File: src/rtl/muldiv_pkg.sv
// Shared op codes, FSM encoding and default datapath width for the HI/LO multiply/divide
// sequencer.
package muldiv_pkg;

   localparam int unsigned DefWidth = 32;

   localparam logic [3:0] OpMult  = 4'd1;
   localparam logic [3:0] OpMultu = 4'd2;
   localparam logic [3:0] OpDiv   = 4'd3;
   localparam logic [3:0] OpDivu  = 4'd4;
   localparam logic [3:0] OpMadd  = 4'd5;
   localparam logic [3:0] OpMaddu = 4'd6;
   localparam logic [3:0] OpMsub  = 4'd7;
   localparam logic [3:0] OpMsubu = 4'd8;
   localparam logic [3:0] OpMthi  = 4'd9;
   localparam logic [3:0] OpMtlo  = 4'd10;

   typedef enum logic [1:0] {StIdle, StRun, StFix} state_t;

endpackage

File: src/rtl/muldiv_iter_core.sv
// One radix-2 iteration per step on unsigned magnitudes: shift-add multiply or restoring divide.
// After WIDTH steps {acc_hi,acc_lo} holds the product, or remainder/quotient for a divide.
module muldiv_iter_core #(
   parameter int unsigned WIDTH = 32
) (
   input  logic             clk,
   input  logic             rst_n,
   input  logic             start,
   input  logic             step,
   input  logic             is_div,
   input  logic [WIDTH-1:0] a,
   input  logic [WIDTH-1:0] b,
   output logic             last,
   output logic [WIDTH-1:0] acc_hi,
   output logic [WIDTH-1:0] acc_lo
);

   localparam int unsigned CntW = $clog2(WIDTH);

   logic [WIDTH-1:0] hi_q, lo_q, b_q;
   logic             div_q;
   logic [CntW-1:0]  cnt_q;

   logic [WIDTH:0]   sum;
   logic [WIDTH:0]   shifted;
   logic [WIDTH-1:0] sub;
   logic             ge;

   always_comb begin
      sum     = {1'b0, hi_q} + {1'b0, (lo_q[0] ? b_q : '0)};
      shifted = {hi_q, lo_q[WIDTH-1]};
      ge      = shifted >= {1'b0, b_q};
      // When ge holds the true difference is below 2^WIDTH, so a WIDTH-bit subtract suffices.
      sub     = shifted[WIDTH-1:0] - b_q;
   end

   always_ff @(posedge clk or negedge rst_n) begin
      if (!rst_n) begin
         hi_q  <= '0;
         lo_q  <= '0;
         b_q   <= '0;
         div_q <= 1'b0;
         cnt_q <= '0;
      end else if (start) begin
         hi_q  <= '0;
         lo_q  <= a;
         b_q   <= b;
         div_q <= is_div;
         cnt_q <= '0;
      end else if (step) begin
         if (div_q) begin
            hi_q <= ge ? sub : shifted[WIDTH-1:0];
            lo_q <= {lo_q[WIDTH-2:0], ge};
         end else begin
            hi_q <= sum[WIDTH:1];
            lo_q <= {sum[0], lo_q[WIDTH-1:1]};
         end
         cnt_q <= cnt_q + 1'b1;
      end
   end

   assign last   = (cnt_q == CntW'(WIDTH - 1));
   assign acc_hi = hi_q;
   assign acc_lo = lo_q;

endmodule

File: src/rtl/hilo_muldiv_ctrl.sv
// HI/LO owner and sequencer for the iterative multiply/divide unit; stalls the core while a
// result is pending.
module hilo_muldiv_ctrl
   import muldiv_pkg::*;
#(
   parameter int unsigned WIDTH = DefWidth
) (
   input  logic             clk,
   input  logic             rst_n,
   input  logic             op_valid,
   input  logic [3:0]       op_code,
   input  logic [WIDTH-1:0] rs_val,
   input  logic [WIDTH-1:0] rt_val,
   input  logic             mf_req,
   output logic             stall,
   output logic             busy,
   output logic             done,
   output logic [WIDTH-1:0] hi,
   output logic [WIDTH-1:0] lo
);

   state_t           state_q, state_d;
   logic [3:0]       op_q;
   logic             neg_prod_q, neg_rem_q;
   logic [WIDTH-1:0] hi_q, hi_d, lo_q, lo_d;
   logic             busy_q, done_q;

   logic             is_arith, is_any, is_signed, is_div, accept, step_en, last;
   logic             rs_neg, rt_neg;
   logic [WIDTH-1:0] mag_a, mag_b, acc_hi, acc_lo, quo, rem;
   logic [2*WIDTH-1:0] prod, result;

   always_comb begin
      is_arith  = (op_code >= OpMult) && (op_code <= OpMsubu);
      is_any    = (op_code >= OpMult) && (op_code <= OpMtlo);
      is_signed = (op_code == OpMult) || (op_code == OpDiv) ||
                  (op_code == OpMadd) || (op_code == OpMsub);
      is_div    = (op_code == OpDiv) || (op_code == OpDivu);
      rs_neg    = is_signed & rs_val[WIDTH-1];
      rt_neg    = is_signed & rt_val[WIDTH-1];
      mag_a     = rs_neg ? -rs_val : rs_val;
      mag_b     = rt_neg ? -rt_val : rt_val;
      accept    = op_valid && is_arith && (state_q == StIdle);
      step_en   = (state_q == StRun);
   end

   muldiv_iter_core #(
      .WIDTH (WIDTH)
   ) u_iter (
      .clk    (clk),
      .rst_n  (rst_n),
      .start  (accept),
      .step   (step_en),
      .is_div (is_div),
      .a      (mag_a),
      .b      (mag_b),
      .last   (last),
      .acc_hi (acc_hi),
      .acc_lo (acc_lo)
   );

   // Sign fix-up: the quotient shares the product's sign rule, the remainder follows the dividend.
   always_comb begin
      prod = neg_prod_q ? -{acc_hi, acc_lo} : {acc_hi, acc_lo};
      quo  = neg_prod_q ? -acc_lo : acc_lo;
      rem  = neg_rem_q ? -acc_hi : acc_hi;
      case (op_q)
         OpMadd, OpMaddu: result = {hi_q, lo_q} + prod;
         OpMsub, OpMsubu: result = {hi_q, lo_q} - prod;
         OpDiv, OpDivu:   result = {rem, quo};
         default:         result = prod;
      endcase
   end

   always_comb begin
      state_d = state_q;
      hi_d    = hi_q;
      lo_d    = lo_q;
      unique case (state_q)
         StIdle: begin
            if (accept) begin
               state_d = StRun;
            end else if (op_valid && (op_code == OpMthi)) begin
               hi_d = rs_val;
            end else if (op_valid && (op_code == OpMtlo)) begin
               lo_d = rs_val;
            end
         end
         StRun: begin
            if (last) state_d = StFix;
         end
         StFix: begin
            state_d      = StIdle;
            {hi_d, lo_d} = result;
         end
         default: state_d = StIdle;
      endcase
   end

   always_ff @(posedge clk or negedge rst_n) begin
      if (!rst_n) begin
         state_q    <= StIdle;
         op_q       <= '0;
         neg_prod_q <= 1'b0;
         neg_rem_q  <= 1'b0;
         hi_q       <= '0;
         lo_q       <= '0;
         busy_q     <= 1'b0;
         done_q     <= 1'b0;
      end else begin
         state_q <= state_d;
         hi_q    <= hi_d;
         lo_q    <= lo_d;
         busy_q  <= (state_d != StIdle);
         done_q  <= (state_q == StFix);
         if (accept) begin
            op_q       <= op_code;
            neg_prod_q <= rs_neg ^ rt_neg;
            neg_rem_q  <= rs_neg;
         end
      end
   end

   assign stall = (state_q != StIdle) && (mf_req || (op_valid && is_any));
   assign busy  = busy_q;
   assign done  = done_q;
   assign hi    = hi_q;
   assign lo    = lo_q;

endmodule
File: config.mk
export PLATFORM = sky130hd
export DESIGN_NAME = hilo_muldiv_ctrl
export DESIGN_NICKNAME = d
export VERILOG_FILES = /design/src/rtl/muldiv_pkg.sv /design/src/rtl/muldiv_iter_core.sv /design/src/rtl/hilo_muldiv_ctrl.sv
export SDC_FILE = /design/constraint.sdc
export NUM_CORES = 1
export LEC_CHECK = 0
export CAP_MARGIN = 20
export CORE_ASPECT_RATIO = 0.6
export CORE_MARGIN = 2
export CORE_UTILIZATION = 56
export DETAILED_ROUTE_END_ITERATION = 12
export PLACE_DENSITY = 0.75
export RECOVER_POWER = 50
export SLEW_MARGIN = 20
export SYNTH_ARGS = -nofsm -noshare
export SYNTH_HDL_FRONTEND = slang
export SYNTH_SLANG_ARGS = --single-unit
File: constraint.sdc
create_clock -name clk -period 6.4 [get_ports clk]
set_input_delay 1.92 -clock clk [delete_from_list [all_inputs] [get_ports clk]]
set_output_delay 1.92 -clock clk [all_outputs]
set_load 0.1 [all_outputs]
### After elaboration in Yosys (flattened, before gate mapping)

Cells that the tools add are included.

* bits in registers: 176
* input bits: 72
* word-level logic and storage cells: 99

* add/sub/neg operators: 10
* magnitude comparators: 4
* equal/unequal tests: 20
* multiplexer cells: 26
* bitwise gates (word level): 3
* reductions and logical operators: 23

Operators by type and width (count)
* two-way mux 32 bit: 17
* case mux 64 bit (3 select lines): 1
* negation 32 bit: 4
* case mux 32 bit (2 select lines): 2
* adder 64 bit: 1
* two-way mux 64 bit: 1
* negation 64 bit: 1
* subtractor 64 bit: 1
* adder 32 x 32 -> 33 bit: 1
* greater-or-equal comparator 33 x 32 -> 1 bit: 1
* subtractor 32 bit: 1
* equality test 4 x 3 -> 1 bit, second input constant: 7
* equality test 4 bit, second input constant: 3
* two-way mux 5 bit: 2
* equality test 4 x 2 -> 1 bit, second input constant: 2
* less-or-equal comparator 4 bit, second input constant: 2
* logical AND 1 bit: 8
* nonzero test 2 bit: 4
* OR reduction 2 bit: 3
* adder 5 x 1 -> 5 bit, second input constant: 1
* equality test 5 bit, second input constant: 1
* logical OR 1 bit: 5
* equality test 4 x 1 -> 1 bit, second input constant: 1
* greater-or-equal comparator 4 x 1 -> 1 bit, second input constant: 1
* 11 further kinds: 15

### Longest topological paths before layout

* word-level depth: 7
* gate-level depth with buffers: 28

### Modules after synthesis

A second synthesis with hierarchy kept.

* cell total of the unflattened synthesis: 2927
* area, all modules: 21759.6 sq um

Modules (own cells, without submodules)
* hilo_muldiv_ctrl: times used 1, cells an instance 1839, area an instance 13036.3 sq um, seq. area each 1851.8 sq um
* muldiv_iter_core: times used 1, cells an instance 1088, area an instance 8723.4 sq um, seq. area each 2552.4 sq um

### Least setup slack after synthesis

Ideal clock, no wire load.

* path kind: reg-to-reg
* from: reg u_iter.lo_q[0] (netlist: u_iter.acc_lo[0])
* to: reg hi_q[15] (netlist: hi[15])
* setup time: 0.137 ns
* data arrival time: 6.227 ns
* data required time: 6.263 ns
* slack: 0.036 ns
* stages on the path, launching flop included: 28
* buffers on the path: 3
* cell sequence: dfrtp_1 > clkbuf_1 > inv_1 > clkbuf_1 > ha_1 > or4b_1 > clkbuf_1 > or4_1 > nor3_1 > mux2i_1 > o211ai_1 > nor2_1 > nand3_1 > nor4_1 > nor2_1 > xor2_1 > ha_1 > a21o_1 > or3_1 > a221oi_1 > nor3_1 > a21oi_1 > nand2_1 > o21ai_0 > a21oi_1 > or3_1 > a311oi_1 > a21oi_1

* longest elaborated chain between the ends: 5

Ends and longest elaborated chain
* from (decl): RTL line muldiv_iter_core.sv:20 `logic [WIDTH-1:0] hi_q, lo_q, b_q;`
* from (signal assigned): RTL line muldiv_iter_core.sv:53 `lo_q <= {lo_q[WIDTH-2:0], ge};`
* from (signal assigned): RTL line muldiv_iter_core.sv:56 `lo_q <= {sum[0], lo_q[WIDTH-1:1]};`
* negation 64 bit: RTL line hilo_muldiv_ctrl.sv:64 `prod = neg_prod_q ? -{acc_hi, acc_lo} : {acc_hi, acc_lo};`
* two-way mux 64 bit *: RTL line hilo_muldiv_ctrl.sv:64
* subtractor 64 bit / adder 64 bit (equally long branches): RTL line hilo_muldiv_ctrl.sv:69, hilo_muldiv_ctrl.sv:68
* case mux 64 bit (3 select lines) *: RTL line hilo_muldiv_ctrl.sv:67 `case (op_q)`
* case mux 32 bit (2 select lines) *: RTL line hilo_muldiv_ctrl.sv:79 `unique case (state_q)`
* to (signal assigned): RTL line hilo_muldiv_ctrl.sv:112 `hi_q <= hi_d;`
* to (decl): RTL line hilo_muldiv_ctrl.sv:25 `logic [WIDTH-1:0] hi_q, hi_d, lo_q, lo_d;`

Every way passes the cells marked *; elsewhere a longest branch is shown, timed or not.
A chain may end at the register's enable or synchronous reset.

### Final worst setup path

* from: reg u_iter.lo_q[0] (netlist: u_iter.acc_lo[0])
* to: reg hi_q[19] (netlist: hi[19])

The elaborated chain is that of the path after synthesis.

==> summary.md <==
| Metric | Value |
|---|---|
| Status | complete, but fails checks |
| Failing checks | max-capacitance violations, max-slew violations |
| Cell count after synthesis | 2825 |
| Worst reg-to-reg path cell count | 28 |
| Avg Cell Area, Syn | 7.511 µm² |
| Post-Syn Nets | 3034 |
| Period Utilization, post-route | 96.97% |
| Core ar. | 0.03750 mm² |
| Die width | 255.3 µm |
| Post-DP HPWL | 63740 µm |
| Nets@finish | 3156 |
| CTS Buffer Depth | 2 |
| CP dominant cell by count | buf_4 |
| Number of global-route vias before repair | 21850 |
| Grt peak-use layer | met1 |
| DIE HEIGHT | 154.8 µm |
| Wirelength, routed | 83840 µm |
| Ratio of cells with drive above 1 in the final layout | 8.784% |
| Final Max Slew Viols | 159 |
| Worst stage delay on the critical path | 0.51 ns |
| Clk sink count | 176 |
| Max cap viols | 3 |
| Critical path peak fanout | 8 |
| Worst Path Required | 6.80 ns |
| Clock Skew | 0.01968 ns |
| Routed len/inst | 24.13 µm |
| Worst Setup Start Kind | register |
| Initial antenna violation count | 2 |
| Leading area contributor after synthesis | dfrtp_1 |
| EDFF count, synth | 0 |
| Synth top area share | 20.76% |
| H-tree depth | 4 |
| Hold Violations, Final | 0 |
| Grt total ovfl | 0 |
| Setup TNS | 0 ns |
| Buffers on Ports | 138 |
| Ports | 139 |
| Via count | 23560 |
| CTS tree | built |
| Slew headroom | -179.1% |
| DRT iter0 DRCs | 3314 |
| Starting Density | 56.57% |
| Grt met2 use | 58.81% |
| Yosys reg bits | 176 |
| Sequential Area | 0.004408 mm² |
| DIE AREA | 0.03951 mm² |
| Slew @ Worst Pin | 4.187 ns |
| Yosys cell types | 83 |
| R2R setup slack | 0.19 ns |
| Worst setup path class | register to register |
| Fillcell total | 3226 |
| Total CTS buffers | 17 |
| Num rows | 55 |
| Vias/cell | 6.780 |
| Proportion of synthesized chip area in sequential cells | 20.76% |
| Syn Std Cell Area | 0.02122 mm² |
| GR Util met1 | 61.14% |
| Clock transition at the registers of the reported paths | 0.09 ns |
| Hold Crit Depth | 2 |
| First drt pass iteration count | 6 |
| Async SR Flop Fraction | 100.0% |
| Largest cells by area after synthesis | dfrtp_1, ha_1, xnor2_1 |
| Crit end category | register |
| Routability cong. | 1.038 |
| Root Buffer | clkbuf_16 |
| Top FF cell, synth | dfrtp_1 |
| Clock insertion delay at the later pin of the skew report | 0.48 ns |
| Area grow syn2layout | 15.63% |
| DRT antenna net count | 0 |
| Met3 Resource Use GR | 12.30% |
| Min cycle time layout | 6.206 ns |
| Largest net degree at the start of global routing | 117 |
| Slowest CP cell | or4b_4 |
| Worst min-delay path class | register to register |
| Fmax | 161.1 MHz |
| Yosys warns | 0 |
| Endpoints failing setup | 0 |
| First-pass GRT wire length | 127700 µm |
| Total track usage | 41.90% |
| Arrival time worst endpoint | 6.60 ns |
| Area occupied by multi-input gates | 0.01594 mm² |
| Residual DRC | 0 |
[layout by cell type (no fill, tap or decap), types with 37 or more instances in the layout]
cell type	instances
nand2_1	279
a21oi_1	258
o21ai_0	217
nor2_1	211
dfrtp_1	173
xnor2_1	155
buf_4	152
xor2_1	145
ha_1	133
clkdlybuf4s50_1	124
mux2i_1	117
inv_1	95
a21o_1	68
o211ai_1	63
nor3_1	53
nand3_1	45
a31oi_1	37
[final cells by class]
| cell class | count | area share (%) |
|---|---|---|
| Inverter | 95 | 1.453 |
| Clock buffer | 17 | 1.734 |
| Multi-Input combinational cell | 2364 | 64.96 |
| Tap cell | 513 | 2.616 |
| Antenna cell | 1 | 0.01020 |
| Sequential cell | 176 | 17.97 |
| Timing Repair Buffer | 293 | 10.41 |
| Clock inverter | 15 | 0.8466 |
[flip-flops by register name, indices dropped and copies added (netlist names), 2 cells and up]
signal	flops
hi	32
lo	32
op_q	4
state_q	2
u_iter.acc_hi	32
u_iter.acc_lo	32
u_iter.b_q	32
u_iter.cnt_q	5
[through the flow]
stage | cells | setup WS [ns] | area, µm² | utilization (%) | hold WS (ns)
after CTS | 3469 | 0.03700 | 24380 | 65.01 | 0.4898
after global placement | 3436 | -0.2120 | 23720 | 63.24 | 0.4687
after global routing | 3473 | -0.03013 | 24530 | 65.41 | 0.5203
after floorplan | 2825 | 0.03625 | 21220 | - | 0.4498
after detailed placement | 3436 | -0.3920 | 23720 | 63.24 | 0.4713
final | 3474 | 0.1942 | 24530 | 65.41 | 0.4820
[metal layers]
layer	wire (µm)	up-vias
met4	2434	2
met2	34000	1485
li1	-	10590
met3	10980	215
met1	36410	11270
met5	11	-
[cell usage after synthesis (22+ instances only)]
cell type  number
a211oi_1       37
a21o_1         68
a21oi_1       260
a31oi_1        39
and3_1         33
clkbuf_1      162
dfrtp_1       176
ha_1          134
inv_1          95
mux2i_1       117
nand2_1       280
nand2b_1       27
nand3_1        45
nand4_1        36
nor2_1        213
nor2b_1        28
nor3_1         56
nor4_1         35
o211ai_1       63
o21ai_0       222
o21bai_1       25
o31ai_1        32
or3_1          22
xnor2_1       155
xor2_1        145
[cells by family after synthesis]
| family | Yosys count | share of synthesized area [%] |
|---|---|---|
| compound gates | 929 | 27.71 |
| simple gates | 877 | 20.10 |
| xor+xnor | 301 | 12.46 |
| buf+inv | 285 | 5.113 |
| flops | 176 | 20.76 |
| fa+ha+maj | 137 | 8.185 |
| mux | 120 | 5.679 |
[repair_timing]
| item | in CTS | in global routing |
|---|---|---|
| setup buffers | 1 | 4 |
| endpoints found under the setup margin | 10 | 24 |
| hold buffers | 0 | 0 |
| pin swaps | 1 | 11 |
| resized for setup | 6 | 32 |
[final timing paths]
kind	start	end
worst min register to register	u_iter.b_q[13]	u_iter.b_q[13]
worst max-delay path	u_iter.acc_lo[0]	hi[19]
min in group asynchronous	rst_n	u_iter.acc_hi[25]
max in group asynchronous	rst_n	hi[2]
worst max register to register	u_iter.acc_lo[0]	hi[19]
worst min-delay path	u_iter.b_q[13]	u_iter.b_q[13]
[critical path: cells and delay by family, from the launching register on]
family	cells	cell delay, ns
flip-flops	1	0.39
AO/OA/AOI/OAI	8	1.34
XOR/XNOR	2	0.34
adder cells (fa/ha/maj)	2	0.60
AND/OR/NAND/NOR	10	2.53
buffers and inverters	6	0.95
Power is left out: the tool's default activity adds up to more than one toggle a clock period on the data nets, which glitch-free logic cannot reach.
